--- config.mk ---
export PLATFORM = sky130hd
export DESIGN_NAME = uart_rx_core
export DESIGN_NICKNAME = d
export VERILOG_FILES = /design/src/rtl/uart_rx_core.sv
export SDC_FILE = /design/constraint.sdc
export NUM_CORES = 1
export LEC_CHECK = 0
export ABC_AREA = 1
export CORE_MARGIN = 2
export CORE_UTILIZATION = 55
export DETAILED_ROUTE_END_ITERATION = 7
export GPL_TIMING_DRIVEN = 0
export HOLD_SLACK_MARGIN = 0.06
export PLACE_DENSITY = 0.75
export SYNTH_ARGS = -nofsm -noshare
export SYNTH_HDL_FRONTEND = slang
export SYNTH_SLANG_ARGS = --single-unit
--- constraint.sdc ---
create_clock -name CLK -period 2.3 [get_ports CLK]
set_input_delay 0.46 -clock CLK [delete_from_list [all_inputs] [get_ports CLK]]
set_output_delay 0.46 -clock CLK [all_outputs]
set_load 0.005 [all_outputs]
--- src/rtl/uart_rx_core.sv ---
// uart_rx_core: oversampling UART receiver with a valid/ready word output.
// Ports: CLK, RSTn (sync, active-low), RX_Pin_In (async line), RX_En_Sig,
//   RX_Data/RX_Valid/RX_Ready (word handshake), RX_Busy, RX_Err_Frame,
//   RX_Err_Parity, RX_Overrun (one-cycle pulses).
// Define UART_RX_FIFO_EN for a 4-entry output FIFO; default is one register.
module uart_rx_core #(
   parameter int CLK_DIV     = 434,
   parameter int DATA_BITS   = 8,
   parameter int PARITY_MODE = 0
) (
   input  logic                 CLK,
   input  logic                 RSTn,
   input  logic                 RX_Pin_In,
   input  logic                 RX_En_Sig,
   output logic [DATA_BITS-1:0] RX_Data,
   output logic                 RX_Valid,
   input  logic                 RX_Ready,
   output logic                 RX_Busy,
   output logic                 RX_Err_Frame,
   output logic                 RX_Err_Parity,
   output logic                 RX_Overrun
);

   localparam int BW = $clog2(DATA_BITS + 1);
   localparam logic [15:0] BIT_END = 16'(CLK_DIV - 1);
   localparam logic [15:0] HALF = 16'(CLK_DIV / 2);
   localparam logic [BW-1:0] LAST_BIT = BW'(DATA_BITS - 1);
   localparam logic ODD = (PARITY_MODE == 1);

   typedef enum logic [2:0] {
      IDLE, START, DATA, PARITY, STOP, BREAK
   } state_t;

   state_t               state;
   logic                 sync1;
   logic                 sync2;
   logic                 line_q;
   logic [15:0]          cnt;
   logic [BW-1:0]        bit_cnt;
   logic [DATA_BITS-1:0] shreg;
   logic                 par_ok;
   logic                 fall;
   logic                 centre;
   logic                 good;
   logic                 pop;

   // line_q delays the synchronized line so a 1->0 step is seen once
   assign fall    = line_q & ~sync2;
   assign centre  = (cnt == BIT_END);
   assign good    = (state == STOP) && centre && sync2 && par_ok;
   assign pop     = RX_Valid & RX_Ready;
   assign RX_Busy = (state != IDLE);

   always_ff @(posedge CLK) begin
      if (!RSTn) begin
         sync1         <= 1'b1;
         sync2         <= 1'b1;
         line_q        <= 1'b1;
         state         <= IDLE;
         cnt           <= '0;
         bit_cnt       <= '0;
         shreg         <= '0;
         par_ok        <= 1'b1;
         RX_Err_Frame  <= 1'b0;
         RX_Err_Parity <= 1'b0;
      end else begin
         sync1         <= RX_Pin_In;
         sync2         <= sync1;
         line_q        <= sync2;
         RX_Err_Frame  <= 1'b0;
         RX_Err_Parity <= 1'b0;
         unique case (state)
            IDLE: begin
               if (fall && RX_En_Sig) begin
                  state <= START;
                  cnt   <= '0;
               end
            end
            START: begin
               if (cnt == HALF) begin
                  cnt     <= '0;
                  bit_cnt <= '0;
                  par_ok  <= 1'b1;
                  state   <= sync2 ? IDLE : DATA;
               end else begin
                  cnt <= cnt + 16'd1;
               end
            end
            DATA: begin
               if (centre) begin
                  cnt     <= '0;
                  shreg   <= {sync2, shreg[DATA_BITS-1:1]};
                  bit_cnt <= bit_cnt + 1'b1;
                  if (bit_cnt == LAST_BIT)
                     state <= (PARITY_MODE != 0) ? PARITY : STOP;
               end else begin
                  cnt <= cnt + 16'd1;
               end
            end
            PARITY: begin
               if (centre) begin
                  cnt    <= '0;
                  par_ok <= (sync2 == ((^shreg) ^ ODD));
                  state  <= STOP;
               end else begin
                  cnt <= cnt + 16'd1;
               end
            end
            STOP: begin
               if (centre) begin
                  cnt <= '0;
                  if (!sync2) begin
                     RX_Err_Frame <= 1'b1;
                     state        <= BREAK;
                  end else begin
                     RX_Err_Parity <= ~par_ok;
                     state         <= IDLE;
                  end
               end else begin
                  cnt <= cnt + 16'd1;
               end
            end
            BREAK: begin
               // wait out a held-low line before looking for a new start
               if (sync2)
                  state <= IDLE;
            end
            default: state <= IDLE;
         endcase
      end
   end

`ifdef UART_RX_FIFO_EN
   logic [DATA_BITS-1:0] mem [4];
   logic [1:0]           wr_ptr;
   logic [1:0]           rd_ptr;
   logic [2:0]           count;
   logic                 full;
   logic                 push;

   assign full     = count[2];
   // a pop frees the head slot in the same cycle, so a full FIFO can accept
   assign push     = good & (~full | pop);
   assign RX_Valid = (count != 3'd0);
   assign RX_Data  = mem[rd_ptr];

   always_ff @(posedge CLK) begin
      if (!RSTn) begin
         for (int i = 0; i < 4; i++)
            mem[i] <= '0;
         wr_ptr     <= '0;
         rd_ptr     <= '0;
         count      <= '0;
         RX_Overrun <= 1'b0;
      end else begin
         RX_Overrun <= good & full & ~pop;
         if (push) begin
            mem[wr_ptr] <= shreg;
            wr_ptr      <= wr_ptr + 2'd1;
         end
         if (pop)
            rd_ptr <= rd_ptr + 2'd1;
         count <= count + 3'(push) - 3'(pop);
      end
   end
`else
   logic [DATA_BITS-1:0] hold;
   logic                 full;

   assign RX_Valid = full;
   assign RX_Data  = hold;

   always_ff @(posedge CLK) begin
      if (!RSTn) begin
         hold       <= '0;
         full       <= 1'b0;
         RX_Overrun <= 1'b0;
      end else begin
         RX_Overrun <= good & full & ~pop;
         if (good && (!full || pop)) begin
            hold <= shreg;
            full <= 1'b1;
         end else if (pop) begin
            full <= 1'b0;
         end
      end
   end
`endif

endmodule
* Word-level counts from Yosys, hierarchy flattened
Index checks and enable logic that the tools add are counted.
Storage, ports and cells: register bits after elaboration 47, input port bits 5
Operators by class: $add $sub $neg 2, equality and inequality tests 16, multiplexer cells 23, bitwise operators 7, reduce and logical (&&, ||, !) cells 22
Operator list (count):
- 16-bit 2-to-1 mux | 3
- 16-bit case mux with 3 select lines | 1
- 3-bit 2-to-1 mux | 8
- 3-bit case mux with 6 select lines | 1
- 16-bit by 1-bit adder with 16-bit output, second input constant | 1
- 16-bit by 8-bit == test with 1-bit output, second input constant | 1
- 16-bit by 9-bit == test with 1-bit output, second input constant | 1
- 2-bit != test, second input constant | 7
- 3-bit AND reduction | 3
- 4-bit 2-to-1 mux | 2
- 4-bit case mux with 2 select lines | 1
- 8-bit XOR reduction | 1
- 7-bit AND reduction | 1
- 3-bit by 2-bit == test with 1-bit output, second input constant | 2
- 3-bit == test, second input constant | 2
- 2-bit nonzero test | 3
- 3-bit nonzero test | 2
- 1-bit logical AND | 5
- 1-bit 2-to-1 mux | 5
- 4-bit by 1-bit adder with 4-bit output, second input constant | 1
- 1-bit bitwise AND | 4
- 4-bit by 3-bit == test with 1-bit output, second input constant | 1
- 2-bit AND reduction | 2
- 4-bit AND reduction | 1
- other kinds (9) | 11

* Longest topological paths before layout
word-level depth 6, gate-level depth with buffers 11

* Worst setup path before layout
No wires, ideal clock.
path type register to register, start register cnt[0], end register hold[5] (netlist: RX_Data[5]), arrival 1.395 ns, path slack 0.792 ns, stages on the path, launching flop included 10, path buffers 1, period minus slack after synthesis 1.508 ns, cell sequence dfxtp_1 > ha_1 > inv_1 > nor2_1 > nand4_4 > nor2_4 > nand4_4 > buf_6 > nor2_1 > nor2_1
On the way: longest elaborated chain between the ends 5
Ends and longest elaborated chain:
- start, declared | line 38 | logic [15:0] cnt;
- start signal, assigned | line 86 | cnt <= cnt + 16'd1;
- start signal, assigned | line 97 | cnt <= cnt + 16'd1;
- start signal, assigned | line 106 | cnt <= cnt + 16'd1;
- 16-bit by 9-bit == test with 1-bit output | line 49 | assign centre = (cnt == BIT_END);
- 1-bit logical AND (3 in a row) | line 50 | assign good = (state == STOP) && centre && sync2 && par_ok;
- 1-bit logical AND | line 180 | if (good && (!full || pop)) begin
- end signal, assigned | line 181 | hold <= shreg;
- end, declared | line 167 | logic [DATA_BITS-1:0] hold;
Every way passes these cells. A chain may end at the register's enable or synchronous reset.

* Worst setup path in the final report
start register state[0], end output port RX_Busy
On the way: longest elaborated chain between the ends 1
Ends and longest elaborated chain:
- start, declared | line 34 | state_t state;
- start signal, assigned | line 84 | state <= sync2 ? IDLE : DATA;
- start signal, assigned | line 95 | state <= (PARITY_MODE != 0) ? PARITY : STOP;
- 3-bit nonzero test | line 52 | assign RX_Busy = (state != IDLE);
- end, declared | line 18 | output logic RX_Busy,
Every way passes these cells.

==> impl_results.md <==
- LEAKAGE: about 0.0013 µW
- Final WL: around 5.6 mm
- Tot Pwr: roughly 2100 µW
- DRT Pass-1 Iters: 4
- Die W: roughly 70 µm
- Hold Path Class: register to register
- Worst slew pin tran: 0.4597 ns
- Final nets: 421
- Net Count, Synth: 397
- Syn avg cell area: about 6.6 µm²
- CP Data Required Time: between 1.5 and 2 ns
- Gates resized, CTS repair: 0
- DRT iter0 DRCs: ~190
- Fillers: ~420
- Syn Inst Count: between 300 and 400
- P&R area growth vs syn: 13.77%
- Skew-Pair Late Insertion Delay: 0.31 ns
- Ports: 18
- Tmin final: between 1.5 and 2 ns
- Number of port buffers: 17
- Vias per inst: roughly 5.2
- Pwr/cell area: ~740 nW/µm²
- Arrival @ worst endpoint: between 1.5 and 2 ns
- Setup-failing EPs final: 0
- Routed Antenna Nets: 0
- CTS tree: yes
- Maximum single-stage delay on the critical path: between 0.4 and 0.5 ns
- Largest net degree at the start of global routing: 17
- Post-CTS Hold Buffers: 0
- Ratio of final minimum period to clock period: 0.8672
- Multi-input gate area: 1354 µm²
- Diodes inserted: 0
- Worst-path fanout max: 6
- Core area: around 4400 µm²
- Hpwl dp: about 4.2 mm
- CP Class: register to primary output
- WL/cell: approximately 12 µm
- Die H: 72.14 µm
- Number of synthesized flops with an enable pin: 0
- Max-Cap Viols: 0
- Hold Violations, Final: 0
- Via count: roughly 2400
- Fin Setup TNS: 0 ns
- Crit path max-delay cell type: clkdlybuf4s50_1
- Maximum buffer depth of the clock tree: 2
- Netlist cell types: 29
- Slew Limit Fails: 0
- RSZ-0062 raised after global routing: no
- Max frequency: 501.3 MHz
- Critical path cell sequence: inv_2 > nand2_2 > nor2_2 > inv_1 > clkdlybuf4s50_1
- Register bit total from synthesis: 47
- CTS root buf: clkbuf_8
- Initial Utilization: 0.5785
- Die area: ~5200 µm²
- Top cells by area, synth: dfxtp_1 (37%), nand2_1 (15%), nor2_1 (10%)
- Post-synth top flop: dfxtp_1
- Status: completed
- Postcts setup bufs: 0
- Max VDD drop: 0.0004627 V
- Rows: 24
- Synth area leader: dfxtp_1
- Slew HR: 0.6935
- Vias in the first global route: 2232
- Num CTS Buffers: 5
- Gr ovfl total: 0
- Asr flop ratio synth: 0
- Sequential Area: between 900 and 1000 µm²
- Top-area cell type share of the netlist area: 0.3684
- Startpoint types: register
- Antenna violations before repair: 0
- Residual DRC count: 0
- H-tree Lvls: 2
- Routability congestion estimate: 0.8930
- YS warnings: 0
- Layout cells sized above 1: 0.1014
- Gr usage total: 0.2394
- Clock-pin slew on the worst setup and hold paths: around 0.090 ns
- Post-Syn Area: ~2600 µm²
- Clock Sinks: 47
- Crit. End Element: primary output
- First-pass GRT wire length: between 9 and 10 mm
- Sequential element share of the synthesized area: 0.3684
- Clock skew: roughly 0.012 ns
[power breakdown]
| group | total (µW) | internal [µW] | switching, µW |
|---|---|---|---|
| clock network | 627 | 330 | 298 |
| logic | 610 | 195 | 415 |
| registers | 901 | 855 | 45.8 |
[worst max-delay path: cells and delay by family, from the launching register on]
family,cells,cell delay [ns]
simple gates,2,0.28
flops,1,0.32
buf+inv,3,0.64
[placed cells by master, fill, tap and decap left out, drive strengths merged]
cell type and instances:
o21ai 16, nand2 107, and3 1, inv 53, a21oi 17, bufinv 1, or2 3, ha 3
nand4 12, nor4 2, o211ai 1, nand3 31, clkbuf 8, clkdlybuf4s50 17, nor3 3, dfxtp 47
buf 5, xor2 7, clkinv 1, o21bai 3, nor2 75, xnor2 1
[registers in the layout (all words and copies together), names as in the netlist]
name	count
RX_Data	8
sync2	1
RX_Valid	1
RX_Err_Parity	1
cnt	16
RX_Overrun	1
line_q	1
sync1	1
bit_cnt	4
RX_Err_Frame	1
shreg	8
par_ok	1
state	3
[kinds of logic (layout without fill, tap and decap cells)]
kind of cell               Yosys count  after routing  share of synthesized area
buffers and inverters               60             85                     0.1014
xor gates and xnor gates             8              8                    0.02744
AOI/OAI and AO/OA                   37             37                    0.07643
adders and majority gates            3              3                    0.01470
DFF                                 47             47                     0.3684
and+or+nand+nor                    234            234                     0.4116
[cells in the mapped netlist (6+ instances only)]
| master | n |
|---|---|
| nand4_1 | 10 |
| nor2_1 | 68 |
| inv_1 | 46 |
| inv_2 | 6 |
| dfxtp_1 | 47 |
| a21oi_1 | 17 |
| o21ai_0 | 15 |
| nand2_2 | 7 |
| nand2_1 | 100 |
| nor2_2 | 6 |
| xor2_1 | 7 |
| nand3_1 | 28 |
[through the flow]
step                utilization  instance area (µm²)  worst slack [ns]  std cells  hold slack, ns
floorplan                     -                 2554            0.7925        389          0.3925
global placement         0.6318                 2789            0.2740        458          0.4138
detailed placement       0.6318                 2789            0.2670        458          0.4215
CTS                      0.6582                 2905            0.3097        466          0.4505
global route             0.6582                 2905            0.1936        466          0.4565
finish                   0.6582                 2905            0.3053        466          0.4408
[routing by layer]
metal  global-route usage  part of all wire  up-vias
met5                    0                 0        -
met4              0.05451            0.0082        0
met3              0.04167             0.045        5
met1               0.3362              0.50     1110
met2               0.3853              0.44       52
li1                     -                 -     1273
[worst paths after layout]
check	slack, ns	cells after the start	startpoint	endpoint
max	0.31	5	state[0]	RX_Busy
min	0.44	1	sync1	sync2
max reg2reg	0.50	9	cnt[0]	RX_Data[4]
min reg2reg	0.44	1	sync1	sync2
[layout make-up]
class / count / area share
clock buffer: 5 / 0.02369
sequential: 47 / 0.3239
timing repair buffer: 17 / 0.05857
buffer: 8 / 0.02196
clock inverter: 3 / 0.01637
inverter: 52 / 0.06718
multi-input combinational: 282 / 0.4660
tap: 52 / 0.02239
Power figures use the tool's default switching activity.
